$ cat src/rtl/bit_serial_adder_if.sv
// Handshake and operand/result bundle for bit_serial_adder (master = requester, slave = adder).
// Latency: none; pure wiring between requester and adder.
// Backpressure: start is ignored while busy is high. Optional ovf port under BIT_SERIAL_ADDER_OVF_EN.
interface bit_serial_adder_if #(
  parameter int WIDTH = 8
);
  logic             start;
  logic [WIDTH-1:0] A_in;
  logic [WIDTH-1:0] B_in;
  logic             C_in;
  logic             busy;
  logic             done;
  logic [WIDTH-1:0] Sum;
  logic             C_out;
`ifdef BIT_SERIAL_ADDER_OVF_EN
  logic             ovf;
`endif

  modport master (
    output start, A_in, B_in, C_in,
    input  busy, done, Sum, C_out
`ifdef BIT_SERIAL_ADDER_OVF_EN
    , input ovf
`endif
  );

  modport slave (
    input  start, A_in, B_in, C_in,
    output busy, done, Sum, C_out
`ifdef BIT_SERIAL_ADDER_OVF_EN
    , output ovf
`endif
  );
endinterface

$ cat src/rtl/bit_serial_adder.sv
// Bit-serial WIDTH-bit adder: one full-adder cell plus a carry flop, LSB first.
// Latency: start accepted at edge 0, done pulses in the cycle after edge WIDTH.
// Backpressure: start ignored while busy (SHIFT); BIT_SERIAL_ADDER_OVF_EN adds signed ovf.
module bit_serial_adder #(
  parameter int WIDTH = 8
) (
  input  logic           clk,
  input  logic           rst_n,
  bit_serial_adder_if.slave bus
);
  localparam int CNT_W = $clog2(WIDTH) + 1;

  typedef enum logic [1:0] {IDLE, SHIFT, DONE} state_t;

  state_t           state_q;
  logic [WIDTH-1:0] a_sh_q;
  logic [WIDTH-1:0] b_sh_q;
  logic [WIDTH-1:0] sum_q;
  logic [CNT_W-1:0] cnt_q;
  logic             carry_q;
  logic             c_out_q;
  logic             busy_q;
  logic             done_q;
`ifdef BIT_SERIAL_ADDER_OVF_EN
  logic             ovf_q;
`endif

  logic             s_d;
  logic             co_d;

  // Single full-adder cell fed by the operand LSBs and the carry flop.
  always_comb begin
    s_d  = a_sh_q[0] ^ b_sh_q[0] ^ carry_q;
    co_d = (a_sh_q[0] & b_sh_q[0]) | (carry_q & (a_sh_q[0] ^ b_sh_q[0]));
  end

  // Control FSM and datapath; IDLE and DONE both accept a new start, SHIFT ignores it.
  always_ff @(posedge clk) begin
    if (!rst_n) begin
      state_q <= IDLE;
      a_sh_q  <= '0;
      b_sh_q  <= '0;
      sum_q   <= '0;
      cnt_q   <= '0;
      carry_q <= 1'b0;
      c_out_q <= 1'b0;
      busy_q  <= 1'b0;
      done_q  <= 1'b0;
`ifdef BIT_SERIAL_ADDER_OVF_EN
      ovf_q   <= 1'b0;
`endif
    end else begin
      done_q <= 1'b0;
      case (state_q)
        SHIFT: begin
          sum_q   <= {s_d, sum_q[WIDTH-1:1]};
          carry_q <= co_d;
          a_sh_q  <= {1'b0, a_sh_q[WIDTH-1:1]};
          b_sh_q  <= {1'b0, b_sh_q[WIDTH-1:1]};
          cnt_q   <= cnt_q + CNT_W'(1);
          if (cnt_q == CNT_W'(WIDTH - 1)) begin
            // Final bit: carry_q is the carry into the MSB, co_d the carry out of it.
            state_q <= DONE;
            busy_q  <= 1'b0;
            done_q  <= 1'b1;
            c_out_q <= co_d;
`ifdef BIT_SERIAL_ADDER_OVF_EN
            ovf_q   <= carry_q ^ co_d;
`endif
          end
        end
        default: begin
          if (bus.start) begin
            state_q <= SHIFT;
            busy_q  <= 1'b1;
            a_sh_q  <= bus.A_in;
            b_sh_q  <= bus.B_in;
            carry_q <= bus.C_in;
            cnt_q   <= '0;
            sum_q   <= '0;
            c_out_q <= 1'b0;
`ifdef BIT_SERIAL_ADDER_OVF_EN
            ovf_q   <= 1'b0;
`endif
          end else begin
            state_q <= IDLE;
            busy_q  <= 1'b0;
          end
        end
      endcase
    end
  end

  assign bus.busy  = busy_q;
  assign bus.done  = done_q;
  assign bus.Sum   = sum_q;
  assign bus.C_out = c_out_q;
`ifdef BIT_SERIAL_ADDER_OVF_EN
  assign bus.ovf   = ovf_q;
`endif
endmodule

$ cat src/flat_wrapper.sv
// flat-port wrapper written by rule: the top's interface ports become plain ports
module bit_serial_adder_flat 
#(
  parameter int WIDTH = 8
)
  (clk, rst_n, bus_start, bus_A_in, bus_B_in, bus_C_in, bus_busy, bus_done, bus_Sum, bus_C_out);
  bit_serial_adder_if #(.WIDTH(WIDTH)) bus_i ();
  input  logic clk;
  input  logic rst_n;
  input wire logic [$bits(bus_i.start)-1:0] bus_start;
  input wire logic [$bits(bus_i.A_in)-1:0] bus_A_in;
  input wire logic [$bits(bus_i.B_in)-1:0] bus_B_in;
  input wire logic [$bits(bus_i.C_in)-1:0] bus_C_in;
  output wire logic [$bits(bus_i.busy)-1:0] bus_busy;
  output wire logic [$bits(bus_i.done)-1:0] bus_done;
  output wire logic [$bits(bus_i.Sum)-1:0] bus_Sum;
  output wire logic [$bits(bus_i.C_out)-1:0] bus_C_out;
  assign bus_i.start = bus_start;
  assign bus_i.A_in = bus_A_in;
  assign bus_i.B_in = bus_B_in;
  assign bus_i.C_in = bus_C_in;
  assign bus_busy = bus_i.busy;
  assign bus_done = bus_i.done;
  assign bus_Sum = bus_i.Sum;
  assign bus_C_out = bus_i.C_out;
  bit_serial_adder #(.WIDTH(WIDTH)) u_core (.clk(clk), .rst_n(rst_n), .bus(bus_i));
endmodule
$ cat config.mk
export PLATFORM = sky130hd
export DESIGN_NAME = bit_serial_adder_flat
export DESIGN_NICKNAME = d
export VERILOG_FILES = /design/src/rtl/bit_serial_adder_if.sv /design/src/rtl/bit_serial_adder.sv /design/src/flat_wrapper.sv
export SDC_FILE = /design/constraint.sdc
export NUM_CORES = 1
export LEC_CHECK = 0
export ABC_AREA = 1
export CAP_MARGIN = 10
export CORE_MARGIN = 4
export CORE_UTILIZATION = 46
export DETAILED_ROUTE_END_ITERATION = 12
export GPL_ROUTABILITY_DRIVEN = 0
export PLACE_DENSITY = 0.74
export SLEW_MARGIN = 10
export SYNTH_ARGS = -nofsm -noshare
export SYNTH_HDL_FRONTEND = slang
export SYNTH_SLANG_ARGS = --single-unit
$ cat constraint.sdc
create_clock -name clk -period 1.25 [get_ports clk]
set_input_delay 0.125 -clock clk [delete_from_list [all_inputs] [get_ports clk]]
set_output_delay 0.125 -clock clk [all_outputs]
set_load 0.02 [all_outputs]
Word level (Yosys, flattened, before mapping)
Cells that the tools add are included.
{ "classes": {"n_reduce_logical": 4, "muxes": 20, "bitwise": 6, "eq_ne": 3, "addsub": 1} }
{ "ops": {"columns": ["cell", "n"], "rows": [
  ["$mux W7", 4],
  ["$mux W8", 2],
  ["$mux W1", 10],
  ["$mux W4", 2],
  ["$add A4 B1 Y4 const B", 1],
  ["$eq A4 B3 Y1 const B", 1],
  ["$mux W2", 2],
  ["$reduce_and A2 Y1", 2],
  ["$and A1 B1 Y1", 2],
  ["$eq A2 B1 Y1 const B", 1],
  ["$ne A2 B1 Y1 const B", 1],
  ["$reduce_bool A2 Y1", 1],
  ["$reduce_or A2 Y1", 1],
  ["$xor A1 B1 Y1", 2],
  ["$not A1 Y1", 1],
  ["$or A1 B1 Y1", 1]
]} }
{ "word_totals": {"input_bits": 20, "reg_bits": 34, "out_inout_bits": 11} }

Depth between registers and ports, before layout
{ "logic_depth": {"ltp_word": 5, "mapped_depth": 8} }

Least setup slack after synthesis
OpenSTA, ideal clock, no wires.
{ "synth_path": {"path_kind": "flip-flop to flip-flop", "start": "register u_core.b_sh_q[0]", "end": "register u_core.sum_q[7] (netlist: u_core.bus.Sum[7])", "setup_ns": 0.070, "t_arrival_ns": 1.130, "period_less_slack_ns": 1.200, "stages_incl_launch_ff": 5, "setup_slack_ns": 0.050, "path_buffers": 0, "required_time_ns": 1.180, "path_cell_list": "dfxtp_1 > inv_1 > fa_1 > or2_0 > a21oi_1"} }
{ "synth_via": {"elab_chain_cells": 3} }
{ "synth_lines": {"columns": ["element", "line", "rtl"], "rows": [
  ["start, declared", "bit_serial_adder.sv:17", "logic [WIDTH-1:0] b_sh_q;"],
  ["start signal, assigned", "bit_serial_adder.sv:59", "b_sh_q <= {1'b0, b_sh_q[WIDTH-1:1]};"],
  ["start signal, assigned", "bit_serial_adder.sv:77", "b_sh_q <= bus.B_in;"],
  ["$xor A1 B1 Y1 (2 in a row)", "bit_serial_adder.sv:33", "s_d = a_sh_q[0] ^ b_sh_q[0] ^ carry_q;"],
  ["$mux W8", "bit_serial_adder.sv:54", "case (state_q)"],
  ["end signal, assigned", "bit_serial_adder.sv:56", "sum_q <= {s_d, sum_q[WIDTH-1:1]};"],
  ["end, declared", "bit_serial_adder.sv:18", "logic [WIDTH-1:0] sum_q;"]
]} }
Every way passes these cells.
A chain may end at the register's enable or synchronous reset.

Final worst setup path
{ "layout_path": {"start": "register u_core.a_sh_q[0]", "end": "register u_core.sum_q[7] (netlist: u_core.bus.Sum[7])"} }
{ "layout_via": {"elab_chain_cells": 3} }
{ "layout_lines": {"columns": ["element", "line", "rtl"], "rows": [
  ["start, declared", "bit_serial_adder.sv:16", "logic [WIDTH-1:0] a_sh_q;"],
  ["start signal, assigned", "bit_serial_adder.sv:58", "a_sh_q <= {1'b0, a_sh_q[WIDTH-1:1]};"],
  ["start signal, assigned", "bit_serial_adder.sv:76", "a_sh_q <= bus.A_in;"],
  ["$xor A1 B1 Y1 (2 in a row)", "bit_serial_adder.sv:33", null],
  ["$mux W8", "bit_serial_adder.sv:54", null]
]} }
Every way passes these cells.

==> impl_metrics.env <==
export IMPL_vdd_ir_drop_max_v=0.0005970
export IMPL_drc_errors=0
export IMPL_num_vias=1384
export IMPL_clkSlewWorstSetupHoldPaths_ns=0.10
export IMPL_p_switching_mw=0.5607
export IMPL_drive_above_1_share_pct=23.90
export IMPL_cts_buffer_depth=2
export IMPL_ys_warnings_count=0
export IMPL_ff2ff_setup_slack_ns=0.03
export IMPL_avgViaCountPerCell=4.660
export IMPL_maxSlewViolCount=0
export IMPL_largest_net_degree_at_the_start_of_global_routing=18
export IMPL_wl_per_cell_um=10.88
export IMPL_core_area_mm2=0.003416
export IMPL_syn_area_mm2=0.001677
export IMPL_drt_iter0_drc=73
export IMPL_max_cap_violations=0
export IMPL_synth_ff_latch_count=33
export IMPL_worst_hold_startpoint="bus_B_in[7]"
export IMPL_ys_seq_area_share_pct=39.40
export IMPL_syn_inst=211
export IMPL_crit_arrival_ns=1.50
export IMPL_yosys_top_cell_area_share_pct=39.40
export IMPL_layout_area_overhead_vs_synth_pct=25.82
export IMPL_worstSetupStartpointType="flop"
export IMPL_rows=21
export IMPL_syn_nets=233
export IMPL_power_density_mw_per_mm2=969.1
export IMPL_period_minus_slack_ns=1.225
export IMPL_io_pin_count=31
export IMPL_detailedRoute_firstPassIterationCount=4
export IMPL_htree_levels=2
export IMPL_floorplan_die_area_mm2=0.004674
export IMPL_power_leakage_nw=0.9950
export IMPL_portBuffers=30
export IMPL_run_status="finished clean"
export IMPL_setup_buffers_after_cts=0
export IMPL_first_global_vias=1218
export IMPL_netSwitchingFraction_pct=27.43
export IMPL_startpoint_to_endpoint_class_of_the_critical_path="reg2reg"
export IMPL_grt_setup_unrepaired="yes"
export IMPL_rr_worst_depth=4
export IMPL_ctsHoldBuffers=0
export IMPL_rr_endpoint="u_core.bus.Sum[7]$_SDFFE_PN0P_"
export IMPL_upper_clock_frequency_limit_mhz=816.5
export IMPL_num_clock_sinks=33
export IMPL_cp_end_kind="flop"
export IMPL_hold_violations=0
export IMPL_gr_usage_all_layers_pct=15.90
export IMPL_initial_antenna_violation_count=0
export IMPL_initial_core_util_pct=49.08
export IMPL_yosysUniqueCellTypes=23
export IMPL_place_worst_setup_slack_ns=-0.04135
export IMPL_slew_limit_headroom_pct=82.40
export IMPL_clk_insertion_delay_late_ns=0.33
export IMPL_cts_root_buf="sky130_fd_sc_hd__clkbuf_4"
export IMPL_finClkSkew_ns=0.008276
export IMPL_wire_length_of_the_first_global_routing_pass_um=5492
export IMPL_gr_total_overflow=0
export IMPL_postRouteWirelength_um=3231
export IMPL_fin_worst_hold_slack_ns=0.3643
export IMPL_postRouteAntennaNets=0
export IMPL_hold_path_class="in2reg"
export IMPL_synth_avg_cell_area_um2=7.946
export IMPL_worst_slew_pin_slew_ns=0.2637
export IMPL_clockPowerShare_pct=27.7
export IMPL_p_int_mw=1.484
export IMPL_worst_r2r_startpoint="u_core.a_sh_q[0]$_SDFFE_PN0P_"
export IMPL_nets=272
export IMPL_worstPathMaxFanout=2
export IMPL_antenna_cells=0
export IMPL_hold_path_endpoint="u_core.b_sh_q[7]$_SDFFE_PP0P_"
export IMPL_tritoncts_num_buffers=5
export IMPL_floorplan_die_height_um=68.37
export IMPL_setup_violations=0
export IMPL_netlist_top_cells_area="sky130_fd_sc_hd__dfxtp_1 39%, sky130_fd_sc_hd__nand3_2 16%, sky130_fd_sc_hd__nand2_1 13%"
export IMPL_floorplan_die_width_um=68.37
export IMPL_hold_depth=3
export IMPL_p_comb_share_pct=17.5
export IMPL_hpwlAfterDp_um=2344
export IMPL_cts_tree="done"
export IMPL_min_period_over_period_pct=97.99
export IMPL_yosys_area_top_type="sky130_fd_sc_hd__dfxtp_1"
export IMPL_timing_final_ws_setup_ns=0.02519
export IMPL_crit_required_ns=1.52
export IMPL_seq_power_share_pct=54.8
[kinds of logic (layout without fill, tap and decap cells)]
family                   Yosys count  count (layout)  share of synthesized area (%)
AO/OA/AOI/OAI                     16              16                          5.074
XOR/XNOR                           1               1                         0.5225
adder cells (fa/ha/maj)            2               2                          1.940
buffers and inverters             38              78                          13.06
flip-flops                        33              33                          39.40
AND/OR/NAND/NOR                  121             121                          40.00
[layout by cell type (no fill, tap or decap)]
| master | count |
|---|---|
| sky130_fd_sc_hd__clkdlybuf4s15_1 | 2 |
| sky130_fd_sc_hd__or2_0 | 1 |
| sky130_fd_sc_hd__clkdlybuf4s50_1 | 19 |
| sky130_fd_sc_hd__nor2_1 | 11 |
| sky130_fd_sc_hd__nand2_4 | 1 |
| sky130_fd_sc_hd__fa_1 | 1 |
| sky130_fd_sc_hd__o21ai_1 | 2 |
| sky130_fd_sc_hd__dfxtp_1 | 29 |
| sky130_fd_sc_hd__buf_12 | 3 |
| sky130_fd_sc_hd__dlygate4sd2_1 | 9 |
| sky130_fd_sc_hd__nor2_4 | 2 |
| sky130_fd_sc_hd__clkinv_2 | 2 |
| sky130_fd_sc_hd__xor2_1 | 1 |
| sky130_fd_sc_hd__nor2_2 | 1 |
| sky130_fd_sc_hd__a211oi_1 | 2 |
| sky130_fd_sc_hd__nand3_1 | 20 |
| sky130_fd_sc_hd__a21oi_1 | 12 |
| sky130_fd_sc_hd__nand3_2 | 26 |
| sky130_fd_sc_hd__nand2_1 | 58 |
| sky130_fd_sc_hd__nor3_2 | 1 |
| sky130_fd_sc_hd__inv_1 | 22 |
| sky130_fd_sc_hd__clkbuf_4 | 5 |
| sky130_fd_sc_hd__ha_1 | 1 |
| sky130_fd_sc_hd__inv_2 | 3 |
| sky130_fd_sc_hd__clkbuf_1 | 1 |
| sky130_fd_sc_hd__buf_4 | 12 |
| sky130_fd_sc_hd__dfxtp_2 | 4 |
[cells in the mapped netlist]
cell,n
sky130_fd_sc_hd__a211oi_1,2
sky130_fd_sc_hd__a21oi_1,12
sky130_fd_sc_hd__buf_12,2
sky130_fd_sc_hd__buf_2,2
sky130_fd_sc_hd__buf_4,7
sky130_fd_sc_hd__buf_6,2
sky130_fd_sc_hd__dfxtp_1,33
sky130_fd_sc_hd__fa_1,1
sky130_fd_sc_hd__ha_1,1
sky130_fd_sc_hd__inv_1,23
sky130_fd_sc_hd__inv_2,2
sky130_fd_sc_hd__nand2_1,58
sky130_fd_sc_hd__nand2_2,1
sky130_fd_sc_hd__nand3_1,20
sky130_fd_sc_hd__nand3_2,26
sky130_fd_sc_hd__nor2_1,11
sky130_fd_sc_hd__nor2_2,1
sky130_fd_sc_hd__nor2_4,2
sky130_fd_sc_hd__nor3_2,1
sky130_fd_sc_hd__o21ai_0,1
sky130_fd_sc_hd__o21ai_1,1
sky130_fd_sc_hd__or2_0,1
sky130_fd_sc_hd__xor2_1,1
[layer usage]
metal  vias up  routed length, um  track usage (%)  part of all wire [%]
met3         7                151            4.762                   4.7
met4         0                 61            7.940                   1.9
li1        741                  -                -                     -
met5         -                  0                0                     0
met2        26               1448            23.83                    45
met1       610               1570            20.58                    49
[registers in the layout, summed over array words and instances (netlist names)]
name and flops:
u_core.state_q 2, u_core.carry_q 1, u_core.a_sh_q 8, u_core.bus.done 1
u_core.cnt_q 4, u_core.b_sh_q 8, u_core.bus.Sum 8, u_core.bus.C_out 1
[area by class of cell]
cell class | instances | area (um^2)
Fill cell | 309 | 1306
Multi-Input combinational cell | 140 | 802.0
Sequential cell | 33 | 665.6
Timing Repair Buffer | 45 | 439.2
Inverter | 25 | 93.84
Tap cell | 46 | 57.56
Clock buffer | 6 | 41.29
Clock inverter | 2 | 10.01
[worst max path at each step]
stage / start / to / depth (start not counted)
after floorplan: u_core.b_sh_q[0]$_SDFFE_PN0P_ / u_core.bus.Sum[7]$_SDFFE_PN0P_ / 4
after global placement: bus_start / u_core.carry_q$_SDFFE_PN0P_ / 7
after detailed placement: bus_start / u_core.bus.Sum[4]$_SDFFE_PN0P_ / 6
after CTS: u_core.state_q[0]$_SDFFE_PN0P_ / bus_busy / 1
after global routing: u_core.a_sh_q[0]$_SDFFE_PN0P_ / u_core.bus.Sum[7]$_SDFFE_PN0P_ / 4
final: u_core.a_sh_q[0]$_SDFFE_PN0P_ / u_core.bus.Sum[7]$_SDFFE_PN0P_ / 4
[metrics by stage]
stage	util [%]	cells	TNS (ns)	power, mW	cell area [um^2]
5_1_grt	61.76	297	-0.02017	2.157	2110
2_1_floorplan	-	211	0	1.377	1677
6_report	61.76	297	0	2.044	2110
4_1_cts	61.47	297	0	2.065	2100
3_3_place_gp	60.29	289	-0.02404	1.495	2059
3_5_place_dp	60.29	289	-0.1945	1.503	2059
[power by group through the flow]
stage	clock, mW	sequential, mW	combinational, mW
floorplan	0	1.14	0.232
global placement	0	1.14	0.353
detailed placement	0	1.14	0.360
CTS	0.588	1.12	0.358
global route	0.635	1.13	0.395
finish	0.567	1.12	0.357
[critical path: stages (launching register included)]
cell and delay, ns:
sky130_fd_sc_hd__dfxtp_2 0.34, sky130_fd_sc_hd__inv_2 0.04, sky130_fd_sc_hd__fa_1 0.47, sky130_fd_sc_hd__or2_0 0.21
sky130_fd_sc_hd__a21oi_1 0.12
[what timing repair did]
| action | 4_1_cts | 5_1_grt |
|---|---|---|
| endpoints found under the setup margin | 12 | 20 |
| pin swaps | 3 | 0 |
| resized for setup | 13 | 7 |
Power figures use the tool's default switching activity.
